File: src/rtl/seg7_pkg.sv
// rtl/seg7_pkg.sv - shared constants and hex-to-segment table for the 7-segment scan driver
package seg7_pkg;

  localparam int NUM_DIGITS = 8;
  localparam int DIGIT_W    = 3;

  localparam logic [7:0] SEG_BLANK = 8'hFF;
  localparam logic [7:0] SEG_ALL   = 8'h00;

  // Active-low {dp,g,f,e,d,c,b,a}; entry n lives at bits [8n+7:8n], dp kept off.
  localparam logic [16*8-1:0] HEX_SEG_TABLE = {
    8'h8E, 8'h86, 8'hA1, 8'hC6, 8'h83, 8'h88, 8'h90, 8'h80,
    8'hF8, 8'h82, 8'h92, 8'h99, 8'hB0, 8'hA4, 8'hF9, 8'hC0
  };

endpackage

File: src/rtl/seg7_scan_driver_if.sv
// rtl/seg7_scan_driver_if.sv - display value/strobe inputs and scanned digit outputs
interface seg7_scan_driver_if;
  import seg7_pkg::*;

  logic [31:0]        data;
  logic               load;
  logic               all_on;
  logic [DIGIT_W-1:0] which;
  logic [7:0]         seg;
  logic               frame_done;

  modport master (
    output data, load, all_on,
    input  which, seg, frame_done
  );

  modport slave (
    input  data, load, all_on,
    output which, seg, frame_done
  );

endinterface

File: src/rtl/seg7_scan_driver_hex_to_seg7.sv
// rtl/seg7_scan_driver_hex_to_seg7.sv - combinational nibble to active-low segment decode
module hex_to_seg7
  import seg7_pkg::*;
(
  input  logic [3:0] nibble,
  output logic [7:0] seg
);

  // Table lookup; the table already carries dp=1 so normal digits show no point.
  always_comb begin
    seg = HEX_SEG_TABLE[{nibble, 3'b000} +: 8];
  end

endmodule

File: src/rtl/seg7_scan_driver.sv
// rtl/seg7_scan_driver.sv - 8-digit time-multiplexed hex display driver (SEG7_LZB_EN enables leading-zero blanking)
module seg7_scan_driver
  import seg7_pkg::*;
#(
  parameter int SCAN_DIV = 100000
) (
  input logic               clk,
  input logic               rst_n,
  seg7_scan_driver_if.slave bus
);

  localparam int              CNT_W   = (SCAN_DIV > 1) ? $clog2(SCAN_DIV) : 1;
  localparam logic [CNT_W-1:0] CNT_MAX = CNT_W'(SCAN_DIV - 1);
  localparam logic [DIGIT_W-1:0] LAST_DIGIT = DIGIT_W'(NUM_DIGITS - 1);

  logic [CNT_W-1:0]   cnt_q, cnt_d;
  logic [DIGIT_W-1:0] idx_q, idx_d;
  logic [31:0]        shadow_q, shadow_d;
  logic [7:0]         seg_q, seg_d;
  logic               frame_done_q, frame_done_d;

  logic               tick;
  logic [3:0]         cur_nibble;
  logic [7:0]         dec_seg;
  logic [NUM_DIGITS-1:0] blank_mask;

  hex_to_seg7 u_dec (
    .nibble (cur_nibble),
    .seg    (dec_seg)
  );

`ifdef SEG7_LZB_EN
  // Blank every digit above the highest non-zero nibble; digit 0 always stays lit.
  always_comb begin
    logic seen;
    seen       = 1'b0;
    blank_mask = '0;
    for (int k = NUM_DIGITS - 1; k >= 0; k--) begin
      seen          = seen | (|shadow_q[4*k +: 4]);
      blank_mask[k] = ~seen & (k != 0);
    end
  end
`else
  // All digits shown, leading zeros included.
  always_comb begin
    blank_mask = '0;
  end
`endif

  // Prescaler, digit index, shadow capture and the per-tick segment update.
  always_comb begin
    tick         = (cnt_q == CNT_MAX);
    cnt_d        = tick ? '0 : cnt_q + 1'b1;
    idx_d        = tick ? idx_q + 1'b1 : idx_q;
    shadow_d     = bus.load ? bus.data : shadow_q;
    cur_nibble   = shadow_q[{idx_d, 2'b00} +: 4];
    seg_d        = seg_q;
    frame_done_d = 1'b0;
    if (tick) begin
      frame_done_d = (idx_q == LAST_DIGIT);
      if (bus.all_on) begin
        seg_d = SEG_ALL;
      end else if (blank_mask[idx_d]) begin
        seg_d = SEG_BLANK;
      end else begin
        seg_d = dec_seg;
      end
    end
  end

  // State registers; reset leaves the display dark on digit 0.
  always_ff @(posedge clk or negedge rst_n) begin
    if (!rst_n) begin
      cnt_q        <= '0;
      idx_q        <= '0;
      shadow_q     <= '0;
      seg_q        <= SEG_BLANK;
      frame_done_q <= 1'b0;
    end else begin
      cnt_q        <= cnt_d;
      idx_q        <= idx_d;
      shadow_q     <= shadow_d;
      seg_q        <= seg_d;
      frame_done_q <= frame_done_d;
    end
  end

  assign bus.which      = idx_q;
  assign bus.seg        = seg_q;
  assign bus.frame_done = frame_done_q;

endmodule

File: src/flat_wrapper.sv
// flat-port wrapper written by rule: the top's interface ports become plain ports
module seg7_scan_driver_flat import seg7_pkg::*;
#(
  parameter int SCAN_DIV = 100000
)
  (clk, rst_n, bus_data, bus_load, bus_all_on, bus_which, bus_seg, bus_frame_done);
  seg7_scan_driver_if bus_i ();
  input logic clk;
  input logic rst_n;
  input wire logic [$bits(bus_i.data)-1:0] bus_data;
  input wire logic [$bits(bus_i.load)-1:0] bus_load;
  input wire logic [$bits(bus_i.all_on)-1:0] bus_all_on;
  output wire logic [$bits(bus_i.which)-1:0] bus_which;
  output wire logic [$bits(bus_i.seg)-1:0] bus_seg;
  output wire logic [$bits(bus_i.frame_done)-1:0] bus_frame_done;
  assign bus_i.data = bus_data;
  assign bus_i.load = bus_load;
  assign bus_i.all_on = bus_all_on;
  assign bus_which = bus_i.which;
  assign bus_seg = bus_i.seg;
  assign bus_frame_done = bus_i.frame_done;
  seg7_scan_driver #(.SCAN_DIV(SCAN_DIV)) u_core (.clk(clk), .rst_n(rst_n), .bus(bus_i));
endmodule
File: config.mk
export PLATFORM = sky130hd
export DESIGN_NAME = seg7_scan_driver_flat
export DESIGN_NICKNAME = d
export VERILOG_FILES = /design/src/rtl/seg7_pkg.sv /design/src/rtl/seg7_scan_driver_if.sv /design/src/rtl/seg7_scan_driver_hex_to_seg7.sv /design/src/rtl/seg7_scan_driver.sv /design/src/flat_wrapper.sv
export SDC_FILE = /design/constraint.sdc
export NUM_CORES = 1
export LEC_CHECK = 0
export ABC_AREA = 1
export BUFFER_PORTS_ARGS = -buffer_cell sky130_fd_sc_hd__buf_2
export CORE_MARGIN = 2
export CORE_UTILIZATION = 44
export DETAILED_ROUTE_END_ITERATION = 7
export HOLD_SLACK_MARGIN = 0.12
export PLACE_DENSITY = 0.71
export SYNTH_ARGS = -nofsm -noshare
export SYNTH_HDL_FRONTEND = slang
export SYNTH_SLANG_ARGS = --single-unit
File: constraint.sdc
create_clock -name clk -period 5.2 [get_ports clk]
set_clock_uncertainty 0.15 [all_clocks]
set_input_delay 1.56 -clock clk [delete_from_list [all_inputs] [get_ports clk]]
set_output_delay 1.56 -clock clk [all_outputs]
set_load 0.02 [all_outputs]
# Yosys cells after proc, flatten, opt, wreduce, memory -nomap -nowiden
# Memory sizes are Yosys's and may differ from the RTL's.
# Index checks and enable logic that the tools add are counted.
# classes
n_reduce_logical,0
bitwise,0
n_eq_ne,2
shift,2
order_cmp,1
mux,6
mul,0
n_div,0
n_addsub,2
# ops
op,count
128-bit by 8-bit indexed part select with 8-bit output (first input constant),1
32-bit by 6-bit indexed part select with 4-bit output,1
17-bit by 1-bit adder with 17-bit output (second input constant),1
17-bit equality test (second input constant),1
17-bit two-way mux,1
8-bit two-way mux,2
3-bit by 4-bit < comparator with 1-bit output (second input constant),1
3-bit by 1-bit adder with 3-bit output (second input constant),1
3-bit equality test (second input constant),1
3-bit two-way mux,1
1-bit two-way mux,2
# word_totals
romBits,8
out_inout_bits,12
latch_bits,0
mem_count,1
inputBits,36
regBits,61
word_cells,19
mem_bits_rw,0
# mem_list
memory,words,word_bits,read_ports,rd_ports_with_merged_regs,write_ports,line,source
(name not given),8,1,1,0,0,seg7_scan_driver.sv:63,end else if (blank_mask[idx_d]) begin

# Longest topological paths before layout
# logic_depth
ltp_word,6
ltp_mapped,20
mapped_depth_nobuf,20

# Hierarchy
# A second synthesis with hierarchy kept.
# unflattened
hier_cells,433
hier_area_um2,3318.2
# modules_own_cells
mod,cells_per_inst,seq_area_each_um2,instances,area_per_inst_um2
seg7_scan_driver,379,1536.5,1,3026.7
hex_to_seg7,54,0.0,1,291.5

# Worst setup path after synthesis
# Ideal clock, no wire load.
# synth_path
path_type,input -> register
start,input bus_load
end,register u_core.shadow_q[0]
required_time_ns,4.925
arrival_time_ns,2.242
setup_time_ns,0.125
path_buffers,1
setup_slack_ns,2.683
cell_stages,2
cell_sequence,buf_1 -> mux2_2
# synth_rtl
item,line,source
"start, declared",flat_wrapper.sv:11,input wire logic [$bits(bus_i.load)-1:0] bus_load;
"end signal, assigned",seg7_scan_driver.sv:82,shadow_q <= shadow_d;
"end, declared",seg7_scan_driver.sv:18,"logic [31:0] shadow_q, shadow_d;"
# No word-level cell between the ends.

# Final worst setup path
# layout_path
start,register u_core.cnt_q[0]
end,register u_core.seg_q[5] (netlist: u_core.bus.seg[5])
# layout_via
elab_chain_len,6
elab_cells_between_ends,8
cone_classes,eq/ne (1); shift (2); mux (4); memory (1)
# layout_lines
item,line,source
"start, declared",seg7_scan_driver.sv:16,"logic [CNT_W-1:0] cnt_q, cnt_d;"
"start signal, assigned",seg7_scan_driver.sv:80,cnt_q <= cnt_d;
17-bit equality test *,seg7_scan_driver.sv:52,tick = (cnt_q == CNT_MAX);
3-bit two-way mux *,seg7_scan_driver.sv:54,idx_d = tick ? idx_q + 1'b1 : idx_q;
named net u_core.idx_d[0],seg7_scan_driver.sv:17,"logic [DIGIT_W-1:0] idx_q, idx_d;"
32-bit by 6-bit indexed part select with 4-bit output / memory read 8 x 1 bit (equally long branches),--,
128-bit by 8-bit indexed part select with 8-bit output / 1-bit two-way mux (equally long branches),"seg7_scan_driver_hex_to_seg7.sv:11, seg7_scan_driver.sv:63",
8-bit two-way mux *,seg7_scan_driver.sv:63,
8-bit two-way mux *,seg7_scan_driver.sv:61,if (bus.all_on) begin
"end signal, assigned",seg7_scan_driver.sv:83,seg_q <= seg_d;
"end, declared",seg7_scan_driver.sv:19,"logic [7:0] seg_q, seg_d;"
# Mark *: on every way through the listed nets, which the timed path passes. The rest lies on a longest branch. The select of a mux whose other input is x is not followed.
# A chain may end at the register's enable or synchronous reset.

==> reports/metrics.cfg <==
[timing]
tns_ns=0
slew_headroom=0.494
max_freq_mhz=334
slew_viol_final=0
period_minus_slack_ns=2.99
rsz0062_at_grt=false
finalSetupViolCount=0
period_share=0.576
finalHoldViolations=0
worst_slew_pin_slew_ns=0.759

[synth]
ys_warn_count=0
synth_top_area_cell=dfrtp_1
synth-async-reset-ratio=1.00
avgSynthCellArea_sq_um=8.70
netlist_area_sq_um=3190
synth_edf_count=0
syn-instance-count=367
synth.top_cell.area_share=0.415
yosys-top-cells-area=dfrtp_1, nand2_1, mux2_2, nand3_1, dfstp_2
ys_seq_area_frac=0.481
ys_ff_latch=61
yosys-top-cells-count=nand2_1, dfrtp_1, nand3_1
yosysMostFrequentCell=nand2_1
synthDistinctLibCells=34
synth_ff_type=dfrtp_1
synth_nets=413

[global_route]
grt_start_max_net_pins=62
grt_antenna_before_repair=0
grt.total_usage=0.192
grt_first_pass_wirelength_um=11600
grt_pass1_vias=2482
grt.overflow.total=0

[flow_run]
cap_violations=0

[floorplanning]
die_area_sq_um=7950
row_count=31
dieWidth_um=89.2
pin_count=48
initial_core_util=0.447
coreArea_sq_um=7140
die_h_um=89.2

[clocking]
clk_latency_ns=0.34
cts.sinks=61
cts-root-buf=clkbuf_8
cts_inserted_buffers=9
htreeDepth=3
path_clk_slew_ns=0.07
cts_hold_buffers=0
clock_path_buffers=2
post_cts_buffers=0
post_cts_resize_count=0
cts_tree=built

[drt]
wl_met1_um=3150
vias=2585
maxUsedRoutingLayer=met4
ant_nets=0
wl_um=6610
met3_length_um=354
dr_wl_met2_um=2990
first_iter_violations=102
wire_per_inst_um=12.7
drc=0
vias_per_cell=4.96
drt-pass1-iter-count=4

[placed_design]
dp_hpwl_um=4800
placed_area_sq_um=3520
gp_congestion=0.858
io_buffers=47

[cells_and_area]
antenna_cells=0
fill_cells=701
finalInstanceArea_sq_um=3750
area_growth_pct=17.4
layout-drive-gt1-share=0.265
fin_nets=464

[run_status]
status=finished, final reports clean

[setup_path]
worst_setup_path_start_kind=register
arrival_ns=3.11
critical_path_class=register to register
crit_required_ns=5.32
worst_setup_path_end_kind=register
path_max_fanout=17

[pwr]
p_per_area_nw_per_um2=294
leakagePower_nw=1.91
ir_worst_vdd_mv=0.151

[hold_path]
holdCritPathClass=register to register

==> layout make-up <==
class                   count  area [sq um]  area share
clock inverters             3          67.6      0.0180
well taps                  99           124      0.0330
inverters                  44           165      0.0440
repair buffers             48           243      0.0647
clock buffers              12           165      0.0440
flip-flops and latches     61          1540       0.410
multi-input cells         254          1450       0.386
==> layer usage <==
metal	vias to the layer above	track usage
li1	1302	-
met1	1205	0.258
met2	69	0.294
met3	9	0.0619
met4	0	0.0678
met5	-	0
==> metrics by stage <==
step	total power [mW]	hold slack (ns)	std cells	worst slack, ns	utilization
finish	1.10	0.315	521	2.21	0.525
global route	1.16	0.336	521	1.80	0.525
CTS	1.11	0.317	521	2.20	0.525
detailed placement	0.622	0.308	506	2.22	0.493
global placement	0.619	0.295	506	2.37	0.493
floorplan	0.581	0.282	367	2.68	-
==> where the power goes <==
group / internal [mW] / switching [mW]
combinational: 0.0443 / 0.0557
sequential: 0.499 / 0.0130
clock: 0.306 / 0.183
==> flip-flops by register name, summed over array words and instances, names as in the netlist <==
signal                 cells
u_core.shadow_q           32
u_core.cnt_q              17
u_core.bus.seg             8
u_core.bus.which           3
u_core.bus.frame_done      1
==> final timing paths <==
check                                      end  slack, ns  depth (start not counted)              start
max                          u_core.bus.seg[5]       2.21                         17    u_core.cnt_q[0]
min                          u_core.bus.seg[4]       0.31                          2  u_core.bus.seg[4]
max reg2reg                  u_core.bus.seg[5]       2.21                         17    u_core.cnt_q[0]
min reg2reg                  u_core.bus.seg[4]       0.31                          2  u_core.bus.seg[4]
max in group asynchronous  u_core.bus.which[2]       3.17                          2              rst_n
min in group asynchronous     u_core.cnt_q[11]       1.20                          2              rst_n
==> worst max-delay path: stages, from the launching register on <==
cell,delay [ns]
dfrtp_1,0.37
ha_1,0.18
nand3_1,0.16
inv_1,0.17
nand4_2,0.37
nand2_4,0.33
inv_1,0.10
nand2_1,0.08
nand3_1,0.06
nand3_1,0.08
nand2_1,0.15
ha_1,0.26
inv_1,0.06
nand3_1,0.11
nand2_1,0.09
nand2_1,0.05
nand3_1,0.08
nand2_1,0.06
==> placed cells by master, fill, tap and decap left out, types with 2 or more instances in the layout <==
cell type,Yosys,layout
nand2_4,3,3
a31oi_1,2,2
bufinv_16,0,2
nor3_1,4,4
o21ai_2,2,2
dfrtp_1,53,53
nand2_2,2,2
nor2_1,18,18
inv_2,3,3
dfstp_2,8,8
a21oi_1,6,6
nand3_1,51,51
mux2_2,24,24
nand3_2,2,2
o21ai_1,2,2
inv_1,41,41
xor2_1,3,3
nand2_1,100,100
ha_1,10,10
o21ai_0,15,15
clkbuf_8,0,12
buf_2,1,47
==> cells by family (layout without fill, tap and decap cells) <==
| family | after synthesis | after routing | synth area share |
|---|---|---|---|
| xor+xnor | 3 | 3 | 0.00823 |
| buf+inv | 52 | 107 | 0.0650 |
| fa+ha+maj | 10 | 10 | 0.0392 |
| mux | 24 | 24 | 0.0846 |
| flops | 61 | 61 | 0.481 |
| compound gates | 31 | 31 | 0.0556 |
| simple gates | 186 | 186 | 0.266 |
(Power assumes the default switching activity.)
